==> src/rtl/tpu_tile_scheduler.sv <==
// Tile sequencer for one 4x4 systolic array: streams A/B tiles in, accumulates over K, writes C tiles out.
// Optional build macro SCHED_TIMEOUT_EN adds a WAIT watchdog that abandons the command and raises err.
//   state | meaning
//   IDLE  | waiting for a command
//   LOAD  | 4 row reads, captured one cycle later (5 cycles)
//   START | one-cycle sa_start pulse
//   WAIT  | waiting for sa_done
//   ACC   | fold sa_c* into the accumulator (load on kt=0)
//   WRITE | 4 C row writes, then advance nt/mt
//   FIN   | done pulse, busy low
module tpu_tile_scheduler #(
  parameter int ADDR_BITS  = 16,
  parameter int DATA_BITS  = 32,
  parameter int DATAC_BITS = 128,
  parameter int TILE_BITS  = 8
`ifdef SCHED_TIMEOUT_EN
  , parameter int TIMEOUT_CYC = 255
`endif
) (
  input  logic                  clk,
  input  logic                  rst_n,
  input  logic                  in_valid,
  input  logic [TILE_BITS-1:0]  m_tiles,
  input  logic [TILE_BITS-1:0]  k_tiles,
  input  logic [TILE_BITS-1:0]  n_tiles,
  output logic                  busy,
  output logic                  done,
  output logic                  err,
  output logic [ADDR_BITS-1:0]  a_addr,
  input  logic [DATA_BITS-1:0]  a_data,
  output logic [ADDR_BITS-1:0]  b_addr,
  input  logic [DATA_BITS-1:0]  b_data,
  output logic                  c_wen,
  output logic [ADDR_BITS-1:0]  c_addr,
  output logic [DATAC_BITS-1:0] c_data,
  output logic                  sa_start,
  input  logic                  sa_done,
  output logic [DATA_BITS-1:0]  sa_a0,
  output logic [DATA_BITS-1:0]  sa_a1,
  output logic [DATA_BITS-1:0]  sa_a2,
  output logic [DATA_BITS-1:0]  sa_a3,
  output logic [DATA_BITS-1:0]  sa_b0,
  output logic [DATA_BITS-1:0]  sa_b1,
  output logic [DATA_BITS-1:0]  sa_b2,
  output logic [DATA_BITS-1:0]  sa_b3,
  input  logic [DATAC_BITS-1:0] sa_c0,
  input  logic [DATAC_BITS-1:0] sa_c1,
  input  logic [DATAC_BITS-1:0] sa_c2,
  input  logic [DATAC_BITS-1:0] sa_c3
);
  localparam int LANES = DATAC_BITS / 32;

  typedef enum logic [2:0] {IDLE, LOAD, START, WAIT, ACC, WRITE, FIN} state_t;

  state_t                state_q, state_d;
  logic [2:0]            cnt_q, cnt_d;
  logic [TILE_BITS-1:0]  m_q, m_d, k_q, k_d, n_q, n_d;
  logic [TILE_BITS-1:0]  mt_q, mt_d, nt_q, nt_d, kt_q, kt_d;
  logic [DATA_BITS-1:0]  sa_a_q [4], sa_a_d [4], sa_b_q [4], sa_b_d [4];
  logic [DATAC_BITS-1:0] acc_q [4], acc_d [4], sa_c [4];
  logic [ADDR_BITS-1:0]  a_addr_q, a_addr_d, b_addr_q, b_addr_d, c_addr_q, c_addr_d;
  logic [DATAC_BITS-1:0] c_data_q, c_data_d;
  logic                  busy_q, busy_d, done_q, done_d, c_wen_q, c_wen_d, sa_start_q, sa_start_d;
  logic                  accept, timeout;

  assign sa_c[0] = sa_c0;
  assign sa_c[1] = sa_c1;
  assign sa_c[2] = sa_c2;
  assign sa_c[3] = sa_c3;
  assign accept  = (state_q == IDLE) && in_valid;

  function automatic logic [ADDR_BITS-1:0] tile_addr(input logic [TILE_BITS-1:0] outer,
                                                     input logic [TILE_BITS-1:0] stride,
                                                     input logic [TILE_BITS-1:0] inner,
                                                     input logic [1:0]           r);
    return ((ADDR_BITS'(outer) * ADDR_BITS'(stride) + ADDR_BITS'(inner)) << 2) + ADDR_BITS'(r);
  endfunction

  always_comb begin
    state_d  = state_q;
    cnt_d    = cnt_q;
    m_d      = m_q;
    k_d      = k_q;
    n_d      = n_q;
    mt_d     = mt_q;
    nt_d     = nt_q;
    kt_d     = kt_q;
    sa_a_d   = sa_a_q;
    sa_b_d   = sa_b_q;
    acc_d    = acc_q;
    a_addr_d = a_addr_q;
    b_addr_d = b_addr_q;
    c_addr_d = c_addr_q;
    c_data_d = c_data_q;
    case (state_q)
      IDLE: if (in_valid) begin
        m_d   = m_tiles;
        k_d   = k_tiles;
        n_d   = n_tiles;
        mt_d  = '0;
        nt_d  = '0;
        kt_d  = '0;
        cnt_d = '0;
        acc_d = '{default: '0};
        if (m_tiles == '0 || k_tiles == '0 || n_tiles == '0) state_d = FIN;
        else state_d = LOAD;
      end
      LOAD: begin
        // read data lags the address by one cycle, so row r lands in cycle r+1
        if (cnt_q != 3'd0) begin
          sa_a_d[2'(cnt_q - 3'd1)] = a_data;
          sa_b_d[2'(cnt_q - 3'd1)] = b_data;
        end
        if (cnt_q == 3'd4) begin
          state_d = START;
          cnt_d   = '0;
        end else begin
          cnt_d = cnt_q + 3'd1;
        end
      end
      START: state_d = WAIT;
      WAIT: begin
        if (sa_done) state_d = ACC;
        else if (timeout) state_d = FIN;
      end
      ACC: begin
        for (int r = 0; r < 4; r++)
          for (int l = 0; l < LANES; l++)
            acc_d[r][32*l +: 32] = (kt_q == '0 ? 32'd0 : acc_q[r][32*l +: 32]) + sa_c[r][32*l +: 32];
        cnt_d = '0;
        if (kt_q != k_q - TILE_BITS'(1)) begin
          kt_d    = kt_q + TILE_BITS'(1);
          state_d = LOAD;
        end else begin
          state_d = WRITE;
        end
      end
      WRITE: begin
        if (cnt_q == 3'd3) begin
          cnt_d   = '0;
          kt_d    = '0;
          state_d = LOAD;
          if (nt_q != n_q - TILE_BITS'(1)) begin
            nt_d = nt_q + TILE_BITS'(1);
          end else begin
            nt_d = '0;
            if (mt_q != m_q - TILE_BITS'(1)) mt_d = mt_q + TILE_BITS'(1);
            else state_d = FIN;
          end
        end else begin
          cnt_d = cnt_q + 3'd1;
        end
      end
      FIN:     state_d = IDLE;
      default: state_d = IDLE;
    endcase
    // outputs are registered, so they are prepared from the next-cycle state and counters
    if (state_d == LOAD && cnt_d < 3'd4) begin
      a_addr_d = tile_addr(mt_d, k_d, kt_d, cnt_d[1:0]);
      b_addr_d = tile_addr(kt_d, n_d, nt_d, cnt_d[1:0]);
    end
    if (state_d == WRITE) begin
      c_addr_d = tile_addr(mt_d, n_d, nt_d, cnt_d[1:0]);
      c_data_d = acc_d[cnt_d[1:0]];
    end
    busy_d     = state_d inside {LOAD, START, WAIT, ACC, WRITE};
    done_d     = (state_d == FIN);
    c_wen_d    = (state_d == WRITE);
    sa_start_d = (state_d == START);
  end

  always_ff @(posedge clk) begin
    if (!rst_n) begin
      state_q    <= IDLE;
      cnt_q      <= '0;
      m_q        <= '0;
      k_q        <= '0;
      n_q        <= '0;
      mt_q       <= '0;
      nt_q       <= '0;
      kt_q       <= '0;
      sa_a_q     <= '{default: '0};
      sa_b_q     <= '{default: '0};
      acc_q      <= '{default: '0};
      a_addr_q   <= '0;
      b_addr_q   <= '0;
      c_addr_q   <= '0;
      c_data_q   <= '0;
      busy_q     <= 1'b0;
      done_q     <= 1'b0;
      c_wen_q    <= 1'b0;
      sa_start_q <= 1'b0;
    end else begin
      state_q    <= state_d;
      cnt_q      <= cnt_d;
      m_q        <= m_d;
      k_q        <= k_d;
      n_q        <= n_d;
      mt_q       <= mt_d;
      nt_q       <= nt_d;
      kt_q       <= kt_d;
      sa_a_q     <= sa_a_d;
      sa_b_q     <= sa_b_d;
      acc_q      <= acc_d;
      a_addr_q   <= a_addr_d;
      b_addr_q   <= b_addr_d;
      c_addr_q   <= c_addr_d;
      c_data_q   <= c_data_d;
      busy_q     <= busy_d;
      done_q     <= done_d;
      c_wen_q    <= c_wen_d;
      sa_start_q <= sa_start_d;
    end
  end

`ifdef SCHED_TIMEOUT_EN
  localparam int TMR_BITS = $clog2(TIMEOUT_CYC + 1);
  logic [TMR_BITS-1:0] tmr_q, tmr_d;
  logic                err_q, err_d;

  // loaded one short so the done pulse lands TIMEOUT_CYC cycles after sa_start
  always_comb begin
    tmr_d = tmr_q;
    err_d = err_q;
    if (state_d == START) tmr_d = TMR_BITS'(TIMEOUT_CYC - 1);
    else if (tmr_q != '0) tmr_d = tmr_q - TMR_BITS'(1);
    if (accept) err_d = 1'b0;
    if (state_q == WAIT && !sa_done && timeout) err_d = 1'b1;
  end

  always_ff @(posedge clk) begin
    if (!rst_n) begin
      tmr_q <= '0;
      err_q <= 1'b0;
    end else begin
      tmr_q <= tmr_d;
      err_q <= err_d;
    end
  end

  assign timeout = (tmr_q == '0);
  assign err     = err_q;
`else
  assign timeout = 1'b0;
  assign err     = 1'b0;
`endif

  assign busy     = busy_q;
  assign done     = done_q;
  assign c_wen    = c_wen_q;
  assign sa_start = sa_start_q;
  assign a_addr   = a_addr_q;
  assign b_addr   = b_addr_q;
  assign c_addr   = c_addr_q;
  assign c_data   = c_data_q;
  assign sa_a0    = sa_a_q[0];
  assign sa_a1    = sa_a_q[1];
  assign sa_a2    = sa_a_q[2];
  assign sa_a3    = sa_a_q[3];
  assign sa_b0    = sa_b_q[0];
  assign sa_b1    = sa_b_q[1];
  assign sa_b2    = sa_b_q[2];
  assign sa_b3    = sa_b_q[3];
endmodule

==> config.mk <==
export PLATFORM = sky130hd
export DESIGN_NAME = tpu_tile_scheduler
export DESIGN_NICKNAME = d
export VERILOG_FILES = /design/src/rtl/tpu_tile_scheduler.sv
export SDC_FILE = /design/constraint.sdc
export NUM_CORES = 2
export LEC_CHECK = 0
export ABC_CLOCK_PERIOD_IN_PS = 7900
export CORE_UTILIZATION = 30
export DETAILED_ROUTE_END_ITERATION = 8
export DONT_BUFFER_PORTS = 1
export GPL_TIMING_DRIVEN = 1
export SKIP_CTS_REPAIR_TIMING = 1
export SYNTH_ARGS = -nofsm -noshare
export SYNTH_HDL_FRONTEND = slang
export SYNTH_SLANG_ARGS = --single-unit
==> constraint.sdc <==
create_clock -name clk -period 7.9 [get_ports clk]
set_input_delay 1.185 -clock clk [delete_from_list [all_inputs] [get_ports clk]]
set_output_delay 1.185 -clock clk [all_outputs]
set_load 0.02 [all_outputs]
==> results.toml <==
[status]
run_status = "finished clean"

[logic_synthesis]
synth_edf_count = 0
ys_ff_latch = 1000
synthCells = 9320
synth_flop_cell = "dfxtp_1"
avgSynthCellArea_um2 = 7.77
synthArstFlopShare_pct = 0
seq_area_frac_synth_pct = 27.7
syn_area_um2 = 72400
synthDistinctLibCells = 101
yosysWarnings = 0
syn-num-nets = 10700

[layout]
ff_latch_area_um2 = 20000
drive_above_1_share_pct = 5.53
syn_to_final_growth_pct = 11.7
final_common_cell = "nand2_1"
fin_nets = 10400
fill_cells = 25100
final_cell_mix = "nand2_1, dfxtp_1, a21oi_1"
multi_input_area_um2 = 49400
post-route-util_pct = 33.8

[global_routing]
grt_max_degree = 297
antenna_found_initial = 218
grt_pass1_wl_um = 487000
overflow = 0
grt_use_total_pct = 27.7
grt_pass1_vias = 64500

[die]
die-area_um2 = 243000
design.core.area_um2 = 239000
initial_utilization_pct = 30.3
rows = 179
die_h_um = 493
die_w_um = 493
ios = 1041

[sta]
relSlewSlack_pct = 6.78
fin_hold_ws_ns = 0.469
hold_viol = 0
maxSlewViolCount = 0
post-route-min-period_ns = 7.58
max_freq_mhz = 132
worstMarginPinSlew_ns = 1.38
timing.setup.tns_ns = 0
period_share_pct = 96.0
setup_viol = 0
finClkSkew_ns = 0.0812

[setup_path]
cp-end-kind = "register"
crit_arrival_ns = 8.25
crit_type = "register to register"
max_stage_delay_ns = 0.52
crit_slowest_cell = "fa_1"
startpoint_type = "register"
worst-r2r-cell-count = 33
cp_data_required_time_ns = 8.57
crit_fanout = 4

[power]
total_power_mw = 12.9
switching_share_pct = 28.2
p_sw_mw = 3.64
p_int_mw = 9.27
ir_drop_mv = 0.166
power.density_nw_per_um2 = 160
power_leakage_nw = 33.7
power_frac_comb_pct = 10.0
clkPwrFrac_pct = 50.5
seq_power_share_pct = 39.5

[placed_design]
io_buffer_count = 0
place_congestion = 0.975
hpwlAfterDp_um = 273000

[min_path]
whs_path_depth = 2
holdCritPathClass = "register to register"

[drt]
wirelength_um = 352000
firstDrtPassIters = 7
avgViaCountPerCell = 5.66
antenna_left = 0
drcViolationCount = 0
first_iter_violations = 7321
drt-wirelength-per-cell_um = 28.2
num_vias = 70600

[clock_network]
htreeDepth = 4
numCtsBuffers = 131
root_buffer = "clkbuf_16"
clock_path_buffers = 3
cts_tree = "done"
clk_pin_slew_ns = 0.06
clk_latency_ns = 0.83
clock_sinks = 1000

[run]
maxCapViolations = 0
==> cell type report <==
class                      count  area share, %
timing repair buffer         156           1.67
antenna                      107          0.331
clock buffer                 185           4.72
clock inverter                53          0.974
tap                         3167           4.90
inverter                     319           1.49
sequential                  1000           24.8
multi-input combinational   7492           61.1
==> worst max-delay path: cells and delay by family (launching register included) <==
| family | cells | cell delay (ns) |
|---|---|---|
| buf+inv | 6 | 0.51 |
| xor+xnor | 4 | 0.50 |
| simple gates | 9 | 1.90 |
| fa+ha+maj | 6 | 2.62 |
| compound gates | 8 | 1.60 |
| flops | 1 | 0.34 |
==> cells by family (layout without fill, tap and decap cells) <==
kind of cell,Yosys count,after routing,synth area share (%)
simple gates,3448,3448,22.6
xor+xnor,465,465,5.63
mux,111,111,1.56
buf+inv,828,713,4.37
compound gates,2725,2725,23.9
flops,1000,1000,27.7
fa+ha+maj,742,742,14.3
other cells,1,108,0.00518
==> through the flow <==
| stage | area, µm² | setup WS [ns] | instances |
|---|---|---|---|
| after CTS | 80500 | 0.190 | 12400 |
| after global routing | 80700 | -0.0219 | 12400 |
| final | 80800 | 0.317 | 12500 |
| after detailed placement | 75900 | 0.239 | 12100 |
| after global placement | 75900 | 0.220 | 12100 |
| after floorplan | 72400 | 0.614 | 9320 |
==> power groups by stage <==
stage	logic [mW]	registers, mW	clock network (mW)
finish	1.29	5.10	6.52
global route	1.37	5.10	6.82
CTS	1.27	5.10	6.63
detailed placement	1.26	5.21	0
global placement	1.25	5.21	0
floorplan	0.834	5.20	0
==> sequential cells by signal (all words and copies together), names as in the netlist, 32 cells and up <==
signal	count
acc_q	512
sa_b0	32
sa_a3	32
sa_b3	32
sa_b1	32
c_data	128
sa_b2	32
sa_a0	32
sa_a1	32
sa_a2	32
==> Yosys cell counts (105+ instances only) <==
cell,instances,area share [%]
nand2_1,1275,6.6
dfxtp_1,1000,28
a21oi_1,822,5.7
nor2_1,770,4.0
and2_1,766,6.6
o21ai_0,601,4.2
ha_1,597,10
clkbuf_1,434,2.3
inv_1,318,1.6
xnor2_1,267,3.2
a21o_1,233,2.4
xor2_1,198,2.4
a22oi_1,186,1.9
fa_1,145,4.0
nor3_1,132,0.91
mux2i_1,105,1.5
==> path summary, 6_finish.rpt <==
| check | start | endpoint | slack, ns |
|---|---|---|---|
| setup / recovery | n_q[1]$_SDFF_PN0_ | c_addr[15]$_SDFFE_PN0P_ | 0.32 |
| hold / removal | acc_q[54]$_SDFF_PN0_ | acc_q[54]$_SDFF_PN0_ | 0.47 |
| setup reg to reg | n_q[1]$_SDFF_PN0_ | c_addr[15]$_SDFFE_PN0P_ | 0.32 |
| hold reg to reg | acc_q[54]$_SDFF_PN0_ | acc_q[54]$_SDFF_PN0_ | 0.47 |
==> routing by layer <==
metal	track usage, %	vias to the layer above	share of wire [%]
li1	-	32400	-
met1	34.6	34000	40
met2	40.5	3212	42
met3	12.0	776	13
met4	13.6	182	5.4
met5	0	-	0.33
(Power assumes the default switching activity.)
